`config.mk`:
```
export PLATFORM = sky130hd
export DESIGN_NAME = mux_scan_sequencer
export DESIGN_NICKNAME = d
export VERILOG_FILES = /design/src/rtl/mux_scan_sequencer_pkg.sv /design/src/rtl/mux_scan_sequencer.sv
export SDC_FILE = /design/constraint.sdc
export NUM_CORES = 1
export LEC_CHECK = 0
export CAP_MARGIN = 0
export CORE_MARGIN = 3
export CORE_UTILIZATION = 60
export CTS_BUF_LIST = sky130_fd_sc_hd__clkbuf_8
export CTS_CLUSTER_SIZE = 12
export DETAILED_ROUTE_END_ITERATION = 16
export MAX_ROUTING_LAYER = met4
export PLACE_DENSITY = 0.93
export REMOVE_ABC_BUFFERS = 1
export SYNTH_ARGS = -nofsm -noshare
export SYNTH_HDL_FRONTEND = slang
export SYNTH_SLANG_ARGS = --single-unit
```
`constraint.sdc`:
```
create_clock -name clk -period 3.91 [get_ports clk]
set_clock_uncertainty 0.05 [all_clocks]
set_input_delay 0.782 -clock clk [delete_from_list [all_inputs] [get_ports clk]]
set_output_delay 0.782 -clock clk [all_outputs]
set_load 0.03 [all_outputs]
```
`src/rtl/mux_scan_sequencer_pkg.sv`:
```
// Shared types and constants for the 16-channel mux scan sequencer.
package mux_scan_sequencer_pkg;

  localparam int N_CH  = 16;
  localparam int SEL_W = 4;
  localparam int CNT_W = 4;

  typedef enum logic [1:0] {
    S_IDLE   = 2'd0,
    S_SETTLE = 2'd1,
    S_OUTPUT = 2'd2
  } state_e;

endpackage

```
`src/rtl/mux_scan_sequencer.sv`:
```
// Steps an external 16:1 mux through every channel, holding each select value
// SETTLE cycles before sampling, and presents the assembled 16-bit word with a
// valid/ready handshake. Optional continuous mode restarts after each word.
module mux_scan_sequencer
  import mux_scan_sequencer_pkg::*;
#(
  parameter int SETTLE = 2
) (
  input  logic             clk,
  input  logic             rst,
  input  logic             start,
  input  logic             cont_mode,
  output logic [SEL_W-1:0] select_line,
  input  logic             mux_out,
  output logic [N_CH-1:0]  data_out,
  output logic             data_valid,
  input  logic             data_ready,
  output logic             busy
);

  localparam logic [CNT_W-1:0] RELOAD  = CNT_W'(SETTLE - 1);
  localparam logic [SEL_W-1:0] LAST_CH = SEL_W'(N_CH - 1);

  state_e            state_q, state_d;
  logic [SEL_W-1:0]  ch_q, ch_d;
  logic [CNT_W-1:0]  cnt_q, cnt_d;
  logic [N_CH-1:0]   shadow_q, shadow_d;
  logic [N_CH-1:0]   dout_q, dout_d;
  logic [SEL_W-1:0]  sel_q, sel_d;
  logic              valid_q, valid_d;
  logic              busy_q, busy_d;

  // Next-state, channel/counter sequencing and sample capture.
  always_comb begin
    state_d  = state_q;
    ch_d     = ch_q;
    cnt_d    = cnt_q;
    shadow_d = shadow_q;
    dout_d   = dout_q;
    case (state_q)
      S_IDLE: begin
        if (start) begin
          state_d = S_SETTLE;
          ch_d    = {SEL_W{1'b0}};
          cnt_d   = RELOAD;
        end else begin
          state_d = S_IDLE;
        end
      end
      S_SETTLE: begin
        if (cnt_q == {CNT_W{1'b0}}) begin
          shadow_d[ch_q] = mux_out;
          if (ch_q == LAST_CH) begin
            // Publish the word including the bit captured this cycle.
            dout_d  = shadow_d;
            state_d = S_OUTPUT;
          end else begin
            ch_d  = ch_q + 4'd1;
            cnt_d = RELOAD;
          end
        end else begin
          cnt_d = cnt_q - 4'd1;
        end
      end
      S_OUTPUT: begin
        if (data_ready) begin
          ch_d = {SEL_W{1'b0}};
          if (cont_mode) begin
            state_d = S_SETTLE;
            cnt_d   = RELOAD;
          end else begin
            state_d = S_IDLE;
            cnt_d   = {CNT_W{1'b0}};
          end
        end else begin
          state_d = S_OUTPUT;
        end
      end
      default: begin
        state_d = S_IDLE;
        ch_d    = {SEL_W{1'b0}};
        cnt_d   = {CNT_W{1'b0}};
      end
    endcase
  end

  // Output values for the upcoming state so outputs come straight from flops.
  always_comb begin
    sel_d   = {SEL_W{1'b0}};
    valid_d = 1'b0;
    busy_d  = 1'b0;
    case (state_d)
      S_IDLE: begin
        sel_d   = {SEL_W{1'b0}};
        valid_d = 1'b0;
        busy_d  = 1'b0;
      end
      S_SETTLE: begin
        sel_d   = ch_d;
        valid_d = 1'b0;
        busy_d  = 1'b1;
      end
      S_OUTPUT: begin
        sel_d   = LAST_CH;
        valid_d = 1'b1;
        busy_d  = 1'b1;
      end
      default: begin
        sel_d   = {SEL_W{1'b0}};
        valid_d = 1'b0;
        busy_d  = 1'b0;
      end
    endcase
  end

  // State and output registers; reset clears everything immediately.
  always_ff @(posedge clk or posedge rst) begin
    if (rst) begin
      state_q  <= S_IDLE;
      ch_q     <= {SEL_W{1'b0}};
      cnt_q    <= {CNT_W{1'b0}};
      shadow_q <= {N_CH{1'b0}};
      dout_q   <= {N_CH{1'b0}};
      sel_q    <= {SEL_W{1'b0}};
      valid_q  <= 1'b0;
      busy_q   <= 1'b0;
    end else begin
      state_q  <= state_d;
      ch_q     <= ch_d;
      cnt_q    <= cnt_d;
      shadow_q <= shadow_d;
      dout_q   <= dout_d;
      sel_q    <= sel_d;
      valid_q  <= valid_d;
      busy_q   <= busy_d;
    end
  end

  assign select_line = sel_q;
  assign data_out    = dout_q;
  assign data_valid  = valid_q;
  assign busy        = busy_q;

endmodule
```
; ---- After elaboration in Yosys (flattened, before gate mapping)
; Index checks and enable logic that the tools add are counted.
[totals]
regBits = 48
in_bits = 6
out_inout_bits = 22
word_cells = 50
[op_classes]
addsub = 2
order_cmp = 2
eq_ne = 8
n_mux = 23
n_reduce_logical = 7
[op_table]
columns = op, count
row1 = $mux W4, 8
row2 = $pmux W4 S3, 2
row3 = $bwmux W16, 1
row4 = $pmux W4 S2, 1
row5 = $mux W1, 6
row6 = $mux W2, 3
row7 = $pmux W2 S3, 1
row8 = $reduce_and A3 Y1, 2
row9 = $lt A4 B5 Y1 const B, 1
row10 = $add A4 B1 Y4 const B, 1
row11 = $demux W1 S4, 1
row12 = $eq A2 B1 Y1 const B, 2
row13 = $eq A2 B2 Y1 const B, 2
row14 = $eq A4 B4 Y1 const B, 1
row15 = $ge A4 B1 Y1 const B, 1
row16 = $logic_not A4 Y1, 1
row17 = $ne A2 B2 Y1 const B, 2
row18 = $sub A4 B1 Y4 const B, 1
row19 = $ne A3 B3 Y1 const B, 1
row20 = $logic_not A2 Y1, 1
row21 = $reduce_and A2 Y1, 1
row22 = $reduce_or A2 Y1, 1
row23 = $logic_and A1 B1 Y1, 1

; ---- Longest topological paths before layout
; Gate-level depths: netlist of run 1.
[logic_depth]
depth_word = 7
depth_mapped = 12
ltp_nobuf = 10

; ---- Worst setup path before layout of run 1
; Ideal clock, no wire load.
[synth_timing]
path_type = register to register
start = reg cnt_q[0]
end = reg sel_q[2] (netlist: select_line[2])
setup_time_ns = 0.101
t_arrival_ns = 2.170
required_time_ns = 3.759
path_slack_ns = 1.589
stages_incl_launch_ff = 13
n_path_buf = 2
period_less_slack_ns = 2.321
path_cell_list = dfrtp_1 -> inv_1 -> ha_1 -> or3b_1 -> buf_6 -> nor3_4 -> buf_6 -> nor2_1 -> inv_1 -> ha_1 -> inv_1 -> nand2_1 -> o32ai_1
[synth_via]
elab_chain_cells = 5
word_cells_on_any_way = 8
classes_between = eq/ne (2) / mux (5) / reduce/logical (1)
[synth_lines]
columns = element, line
row1 = "start, declared", mux_scan_sequencer.sv:26  ; logic [CNT_W-1:0] cnt_q, cnt_d;
row2 = "start signal, assigned", mux_scan_sequencer.sv:121  ; cnt_q <= {CNT_W{1'b0}};
row3 = "start signal, assigned", mux_scan_sequencer.sv:130  ; cnt_q <= cnt_d;
row4 = $logic_not A4 Y1 *, mux_scan_sequencer.sv:51  ; if (cnt_q == {CNT_W{1'b0}}) begin
row5 = $mux W2 *, mux_scan_sequencer.sv:51
row6 = $pmux W2 S3 *, mux_scan_sequencer.sv:40  ; case (state_q)
row7 = named net state_d[1], mux_scan_sequencer.sv:24  ; state_e state_q, state_d;
row8 = $eq A2 B2 Y1 / $eq A2 B1 Y1 (equally long branches), mux_scan_sequencer.sv:92  ; case (state_d)
row9 = $pmux W4 S2 *, mux_scan_sequencer.sv:92
row10 = named net sel_d[2], mux_scan_sequencer.sv:29  ; logic [SEL_W-1:0] sel_q, sel_d;
row11 = "end signal, assigned", mux_scan_sequencer.sv:124  ; sel_q <= {SEL_W{1'b0}};
row12 = "end signal, assigned", mux_scan_sequencer.sv:133  ; sel_q <= sel_d;
row13 = "end, declared", mux_scan_sequencer.sv:29
; The timed path passes the listed nets; every way through them passes the cells marked *.
; A chain may end at the register's enable or synchronous reset.

; ---- Worst setup path after layout of run 1
[layout_timing]
start = reg cnt_q[0]
end = reg sel_q[1] (netlist: select_line[1])
; Same word-level chain as after synthesis.

==> flow_summary.toml, run 1 <==
[clocking]
numClockSinks = 47
clock_path_buffers = 2
root_buffer = "clkbuf_8"
cts_tree = "done"
clk_pin_slew_worst_paths_ps = 90
insertion_delay_ps = 310
cts_made_buffers = 5
postCtsSetupBuffers = 0
post_cts_resized = 0
htree_levels = 2
cts.hold.buffers_added = 0

[critical_path]
worstPathArrival_ps = 2630
critPathRequiredTime_ps = 4040
path_class = "reg2reg"
rr_worst_depth = 9
r2r-end = "select_line[1]$_DFF_PP0_"
cp_max_fo = 7
crit_start = "cnt_q[0]$_DFFE_PP0P_"
end_kind = "flop"
start_kind = "flop"
crit_end = "select_line[1]$_DFF_PP0_"
r2r_slack_ps = 1410
reg2reg_from = "cnt_q[0]$_DFFE_PP0P_"

[route]
routedWlPerCell_um = 16.0
firstDrtPassIters = 4
drt_iter0_drc = 204
via_count = 1675
wl_um = 4610
vias_per_cell = 5.80
route.detailed.drc = 0
postRouteAntennaNets = 0

[synthesis]
ys_types = 34
synth_area_leader_cell = "dfrtp_1"
postSynthAreaPerCell_um2 = 10.6
synthFlopType = "dfrtp_1"
async_flop_share = 1.00
synth-seq-cells = 47
syn_inst = 221
yosys.cell_count.top_type = "dfrtp_1"
synth_top_area_share = 0.500
synth_commonest_cells = "dfrtp_1, nand3_1, nor2_1"
yosys_warnings = 0
synth_area_um2 = 2350
yosysSeqAreaShare = 0.500
synth_edf_count = 0
synth_area_leaders = "dfrtp_1, mux2_2, mux2i_1"

[power]
power.density_nw_per_um2 = 578
power_switching_uw = 582
swShare = 0.376
power.total_mw = 1.55
p_clk_frac = 0.201
comb_power_share = 0.350
ir_drop_v = 0.000335
p_int_uw = 963
seq_power_share = 0.449
leakage_nw = 1.18

[floorplan]
die_w_um = 68.6
initial_core_util = 0.633
fp.coreArea_um2 = 3720
io_pins = 28
fp.dieH_um = 68.6
rows = 22
fp.dieArea_um2 = 4710

[sta]
hold_viol = 0
fin_crit_sh = 0.640
drv_slew = 0
fmax_mhz = 400
max_slew_margin = 0.392
rsz0062_at_grt = "no"
final.setup.tns_ps = 0
setup_viol = 0
tightest_slew_ps = 909
min_period_ps = 2500

[layout]
fin_util = 0.720
drive_gt1_frac = 0.112
num-fill-cells = 270
final_nets = 253
area_growth_pct = 13.7
diodes = 0
stdcell_count = 289

[flow_run]
maxCapViolations = 0

[global_route]
grt_pass1_vias = 1610
antenna_found_initial = 0
grt_max_degree = 33
grt_overflow = 0
grt_usage = 0.223
grt_pass1_wl_um = 7480

[placed_design]
dpl.hpwl_um = 3150
placed_cells = 281
gp_congestion = 0.861
port_buffers = 27

[hold_path]
hp-class = "reg2reg"

[run_status]
outcome = "finished clean"
-- worst max-delay path: stages, from the launching register on --
cell      delay [ps]
dfrtp_1          400
inv_1             80
ha_1             200
or3b_1           550
o211ai_1         240
o21a_1           180
inv_1             70
ha_1             200
o21ai_0          310
a31oi_1           80
-- per-stage QoR --
stage | hold WS [ps] | setup slack (ps) | cell area (um^2)
after floorplan | 409 | 1160 | 2230
after CTS | 462 | 1440 | 2680
after detailed placement | 434 | 1350 | 2580
after global placement | 424 | 1440 | 2580
final | 459 | 1410 | 2680
after global routing | 474 | 1240 | 2680
-- power groups by stage --
stage	Clock, mW	Sequential (mW)	Combinational, mW
after floorplan	0	0.708	0.368
after global placement	0	0.692	0.512
after detailed placement	0	0.700	0.537
after CTS	0.313	0.691	0.540
after global routing	0.327	0.707	0.594
final	0.310	0.694	0.541
-- flip-flops by register name (all words and copies together) (netlist names) --
register     cells
data_out        16
cnt_q            4
ch_q             4
shadow_q        15
state_q          2
busy             1
select_line      4
data_valid       1
-- worst min-delay path by stage --
stage	from	end	cells after the start
CTS	shadow_q[3]$_DFFE_PP0P_	shadow_q[3]$_DFFE_PP0P_	1
finish	shadow_q[3]$_DFFE_PP0P_	shadow_q[3]$_DFFE_PP0P_	1
global placement	shadow_q[0]$_DFFE_PP0P_	shadow_q[0]$_DFFE_PP0P_	1
floorplan	shadow_q[3]$_DFFE_PP0P_	shadow_q[3]$_DFFE_PP0P_	1
detailed placement	shadow_q[3]$_DFFE_PP0P_	shadow_q[3]$_DFFE_PP0P_	1
global route	shadow_q[11]$_DFFE_PP0P_	shadow_q[11]$_DFFE_PP0P_	1
-- logic make-up after synthesis --
logic type               Yosys count  synth area share
adder cells (fa/ha/maj)            7            0.0372
buffers and inverters             27            0.0659
multiplexers                      31             0.147
flip-flops                        47             0.500
AO/OA/AOI/OAI                     38            0.0968
AND/OR/NAND/NOR                   71             0.153
-- layout make-up --
| type | instances | area, um^2 | area share |
|---|---|---|---|
| Clock inverter | 2 | 12.5 | 0.00468 |
| Timing Repair Buffer | 29 | 285 | 0.107 |
| Sequential cell | 47 | 1180 | 0.440 |
| Clock buffer | 6 | 82.6 | 0.0309 |
| Tap cell | 48 | 60.1 | 0.0225 |
| Inverter | 10 | 37.5 | 0.0140 |
| Multi-Input combinational cell | 147 | 1020 | 0.382 |
-- cell usage in the layout, fill, tap and decap left out, drive strengths merged, types with 3 or more instances in the layout --
master         instances
inv                   10
o21ai                  9
a21oi                 15
mux2                  19
ha                     7
mux2i                 12
nor2b                  4
nor3                   4
nand2                 15
nand3                 22
clkbuf                 6
nand4                  3
dfrtp                 47
a31oi                  4
nor2                  19
o31ai                  3
clkdlybuf4s50         27
-- per-layer routing --
layer | global-route usage | vias to the layer above | routed length [um]
met5 | - | - | 0
met4 | 0.0868 | 0 | 71
met3 | 0.0648 | 8 | 245
met2 | 0.328 | 42 | 2270
met1 | 0.291 | 815 | 2030
li1 | - | 810 | -
Note: power is estimated with default switching activity, not from simulation.
==> run 2, diff against run 1 <==
--- a/config.mk
+++ b/config.mk
@@ -7,12 +7,12 @@
 export LEC_CHECK = 0
 export CAP_MARGIN = 0
 export CORE_MARGIN = 3
-export CORE_UTILIZATION = 60
+export CORE_UTILIZATION = 57
 export CTS_BUF_LIST = sky130_fd_sc_hd__clkbuf_8
 export CTS_CLUSTER_SIZE = 12
 export DETAILED_ROUTE_END_ITERATION = 16
 export MAX_ROUTING_LAYER = met4
-export PLACE_DENSITY = 0.93
+export PLACE_DENSITY = 0.89
 export REMOVE_ABC_BUFFERS = 1
 export SYNTH_ARGS = -nofsm -noshare
 export SYNTH_HDL_FRONTEND = slang
==> constraint.sdc (replaced) <==
create_clock -name clk -period 2.5 [get_ports clk]
set_clock_uncertainty 0.05 [all_clocks]
set_input_delay 0.5 -clock clk [delete_from_list [all_inputs] [get_ports clk]]
set_output_delay 0.5 -clock clk [all_outputs]
set_load 0.03 [all_outputs]
==> run 2 against run 1 <==
  * Wire length decreased by 4.8%
  * Critical path depth unchanged
  * Clock power increased by 53%
  * Die area increased by 4.8%
  * First-iteration DRC count decreased by 39%
  * Maximum frequency increased by 6.8%
  * Final cell count increased by 1.0%
  * Combinational power increased by 61%
  * Sequential power increased by 54%
  * Register-to-register slack got worse by 1300 ps
  * Global-route usage decreased by 2.7 points
  * Setup slack got worse by 1300 ps
  * Critical path type unchanged
  * Critical endpoint is now select_line[2]$_DFF_PP0_
==> flow_summary.toml, run 2 (synthesized netlist as in run 1, its figures left out) <==
[run_status]
outcome = "finished clean"

[global_route]
antenna_found_initial = 0
grt_pass1_vias = 1658
grt_max_degree = 33
grt_overflow = 0
grt_pass1_wl_um = 7490
grt_usage = 0.195

[critical_path]
cpPeakStageDelay_ps = 490
start_kind = "flop"
critical_path.top_delay_family = "compound AO/OA/AOI/OAI gates"
slowest_stage = "or3b_1"
crit_buf_inv = 2
end_kind = "flop"
path_class = "reg2reg"
r2r_slack_ps = 160
path_cells = "inv_1 > ha_1 > or3b_1 > o211ai_1 > o21a_1 > ha_1 > inv_1 > nand2_1 > o32ai_1"
cp_max_fo = 6
critPathRequiredTime_ps = 2650
worstPathArrival_ps = 2500

[route]
wl_um = 4390
route.detailed.drc = 0
routedWlPerCell_um = 15.0
via_count = 1685
drt_iter0_drc = 124
firstDrtPassIters = 4
vias_per_cell = 5.77
postRouteAntennaNets = 0

[power]
ir_drop_v = 0.000557
leakage_nw = 1.20
power.density_nw_per_um2 = 892

[clocking]
postCtsSetupBuffers = 0
insertion_delay_ps = 300
clock_path_buffers = 2
cts_made_buffers = 5
numClockSinks = 47
cts_tree = "done"
clk_pin_slew_worst_paths_ps = 90
htree_levels = 2
root_buffer = "clkbuf_8"
cts.hold.buffers_added = 0

[floorplan]
initial_core_util = 0.615
rows = 22
fp.dieH_um = 70.2
io_pins = 28
fp.coreArea_um2 = 3830
die_w_um = 70.2
fp.dieArea_um2 = 4930

[layout]
regArea_um2 = 1180
diodes = 0
final_common_cell = "dfrtp_1"
fin_util = 0.708
area_growth_pct = 15.2
drive_gt1_frac = 0.127
final_nets = 256
multi_input_area_um2 = 1020
stdcell_count = 292
largest_reg_flops = 16
mostFrequentLayoutCells = "dfrtp_1, clkdlybuf4s50_1, nand3_1"
num-fill-cells = 267

[sta]
max_slew_margin = 0.621
fin_crit_sh = 0.937
fmax_mhz = 427
setup_viol = 0
rsz0062_at_grt = "no"
final.setup.tns_ps = 0
hold_viol = 0
min_period_ps = 2340
tightest_slew_ps = 568
drv_slew = 0

[placed_design]
placed_cells = 284
port_buffers = 27
gp_congestion = 0.884
dpl.hpwl_um = 2980

[hold_path]
hp-class = "reg2reg"

[flow_run]
maxCapViolations = 0
-- run 2: cell count changes in the layout (fill, tap and decap cells not counted) --
| cell | delta |
|---|---|
| buf_4 | +2 |
| clkinv_1 | -1 |
| o21ai_1 | +1 |
| inv_2 | +1 |
| o21ai_0 | -1 |
| buf_12 | +1 |
-- run 2: per-layer routing --
layer / global-route usage / share of wire / vias to the layer above
li1: - / - / 815
met1: 0.257 / 0.45 / 796
met2: 0.295 / 0.48 / 64
met3: 0.0360 / 0.050 / 10
met4: 0.0872 / 0.020 / 0
met5: - / 0 / -
-- run 2: worst paths after layout --
check / start / end / cells past startpoint
max: cnt_q[0]$_DFFE_PP0P_ / select_line[2]$_DFF_PP0_ / 9
min: shadow_q[1]$_DFFE_PP0P_ / shadow_q[1]$_DFFE_PP0P_ / 1
max reg2reg: cnt_q[0]$_DFFE_PP0P_ / select_line[2]$_DFF_PP0_ / 9
min reg2reg: shadow_q[1]$_DFFE_PP0P_ / shadow_q[1]$_DFFE_PP0P_ / 1
max in group asynchronous: rst / data_out[12]$_DFFE_PP0P_ / 3
min in group asynchronous: rst / busy$_DFF_PP0_ / 2
-- run 2: final cells by class --
class                   count  share of cell area
multi-input cells         147               0.377
flip-flops and latches     47               0.434
inverters                  10              0.0139
repair buffers             32               0.118
clock buffers               6              0.0305
clock inverters             2             0.00462
well taps                  48              0.0222
-- run 2: stage by stage --
step	total power [mW]	worst slack, ps	cell area (um^2)	hold slack, ps
finish	2.42	157	2710	456
global route	2.56	5.92	2710	470
CTS	2.42	110	2710	451
detailed placement	1.94	141	2620	431
global placement	1.90	259	2620	424
floorplan	1.68	-246	2230	409
-- run 2: worst reg2reg max path, delay by kind of cell, from the launching register on --
family                     cells  cell delay (ps)
DFF                            1              390
buffers and inverters          2              190
adders and majority gates      2              450
AOI/OAI and AO/OA              3              620
and+or+nand+nor                2              550
-- run 2: repair_timing --
action / CTS / global route
setup endpoints to repair: 0 / 3
gates resized for setup: 0 / 1
hold endpoints to repair: 0 / 0
-- run 2: power by group --
group	switching, mW	total [mW]	internal [mW]
Sequential	0.138	1.07	0.936
Clock	0.252	0.475	0.223
Combinational	0.505	0.869	0.364
Total	0.895	2.42	1.52
==> run 3, diff against run 2 <==
--- a/config.mk
+++ b/config.mk
@@ -11,9 +11,9 @@
 export CTS_BUF_LIST = sky130_fd_sc_hd__clkbuf_8
 export CTS_CLUSTER_SIZE = 12
 export DETAILED_ROUTE_END_ITERATION = 16
-export MAX_ROUTING_LAYER = met4
 export PLACE_DENSITY = 0.89
 export REMOVE_ABC_BUFFERS = 1
+export SLEW_MARGIN = 20
 export SYNTH_ARGS = -nofsm -noshare
 export SYNTH_HDL_FRONTEND = slang
 export SYNTH_SLANG_ARGS = --single-unit
==> run 3 against run 2 <==
  * Hold slack about the same
  * Critical path type unchanged
  * Total power is 0.20% lower
  * Cell area stayed put
  * Flip-flop and latch count unchanged
  * Critical path depth did not move
  * Sequential power about the same
  * Via count is 0.42% lower
  * Final cell count unchanged
  * Clock power decreased by 0.8%
==> flow_summary.toml, run 3 (synthesized netlist as in run 1, its figures left out) <==
[critical_path]
critPathRequiredTime_ps = 2650
rr_worst_depth = 9
path_class = "reg2reg"
cp_max_fo = 6
start_kind = "flop"
end_kind = "flop"
worstPathArrival_ps = 2500

[clocking]
root_buffer = "clkbuf_8"
numClockSinks = 47
htree_levels = 2
insertion_delay_ps = 300
cts_made_buffers = 5
cts_tree = "done"
cts.hold.buffers_added = 0
clock_path_buffers = 2
clk_pin_slew_worst_paths_ps = 90

[placed_design]
gp_congestion = 0.870
port_buffers = 27
dpl.hpwl_um = 2980

[route]
routedWlPerCell_um = 14.9
drt_iter0_drc = 128
via_count = 1678
route.detailed.drc = 0
vias_per_cell = 5.75
wl_um = 4360
postRouteAntennaNets = 0
firstDrtPassIters = 4

[global_route]
grt_pass1_wl_um = 7470
antenna_found_initial = 0
grt_max_degree = 33
grt_overflow = 0
grt_usage = 0.190
grt_pass1_vias = 1661

[layout]
final_common_cell = "dfrtp_1"
drive_gt1_frac = 0.127
mostFrequentLayoutCells = "dfrtp_1, clkdlybuf4s50_1, nand3_1"
final_nets = 256
diodes = 0
largest_reg_flops = 16
area_growth_pct = 15.2

[sta]
drv_slew = 0
final.setup.tns_ps = 0
hold_slack_ps = 456
fin_crit_sh = 0.942
max_slew_margin = 0.621
hold_viol = 0
rsz0062_at_grt = "no"
tightest_slew_ps = 567
setup_viol = 0
fmax_mhz = 425
min_period_ps = 2360

[floorplan]
die_w_um = 70.2
fp.dieH_um = 70.2
fp.coreArea_um2 = 3830
initial_core_util = 0.615
io_pins = 28
fp.dieArea_um2 = 4930
rows = 22

[power]
leakage_nw = 1.20
ir_drop_v = 0.000555
power.density_nw_per_um2 = 890
power.total_mw = 2.41

[hold_path]
hp-class = "reg2reg"
hold_path_depth = 1

[flow_run]
maxCapViolations = 0

[run_status]
outcome = "finished clean"
-- run 3: area by class of cell --
type,instances,area (um^2)
tap,48,60.1
timing repair buffer,32,320
multi-input combinational,147,1020
inverter,10,37.5
clock buffer,6,82.6
clock inverter,2,12.5
fill,267,1120
sequential,47,1180
-- run 3: repair_timing --
action	CTS	global route
hold endpoints to repair	0	0
buffers inserted	0	0
endpoints found under the setup margin	0	3
resized for setup	0	1
-- run 3: critical path: stages (launching register included) --
cell and delay, ps:
dfrtp_1 400, inv_1 80, ha_1 200, or3b_1 480, o211ai_1 220, o21a_1 180
ha_1 250, inv_1 110, nand2_1 60, o32ai_1 230
-- run 3: power by group --
part / leakage (nW) / internal [mW] / switching [mW]
clock network: 0.0526 / 0.223 / 0.249
registers: 0.537 / 0.936 / 0.136
logic: 0.610 / 0.364 / 0.505
-- run 3: per-stage QoR --
| step | instances | utilization | setup slack, ps | cell area, um^2 |
|---|---|---|---|---|
| detailed placement | 284 | 0.683 | 141 | 2620 |
| global route | 292 | 0.708 | 5.92 | 2710 |
| global placement | 284 | 0.683 | 259 | 2620 |
| CTS | 292 | 0.708 | 110 | 2710 |
| finish | 292 | 0.708 | 145 | 2710 |
| floorplan | 204 | - | -246 | 2230 |
-- run 3: worst paths after layout --
path	endpoint	slack, ps	start
max	select_line[2]$_DFF_PP0_	140	cnt_q[0]$_DFFE_PP0P_
min	shadow_q[1]$_DFFE_PP0P_	460	shadow_q[1]$_DFFE_PP0P_
max reg2reg	select_line[2]$_DFF_PP0_	140	cnt_q[0]$_DFFE_PP0P_
min reg2reg	shadow_q[1]$_DFFE_PP0P_	460	shadow_q[1]$_DFFE_PP0P_
max in group asynchronous	data_out[12]$_DFFE_PP0P_	1410	rst
min in group asynchronous	busy$_DFF_PP0_	490	rst
-- run 3: metal layers --
metal / vias up / global-route usage / wire (um)
li1: 817 / - / -
met1: 787 / 0.256 / 1950
met5: - / 0 / 0
met3: 11 / 0.0360 / 219
met2: 63 / 0.295 / 2100
met4: 0 / 0.0872 / 93
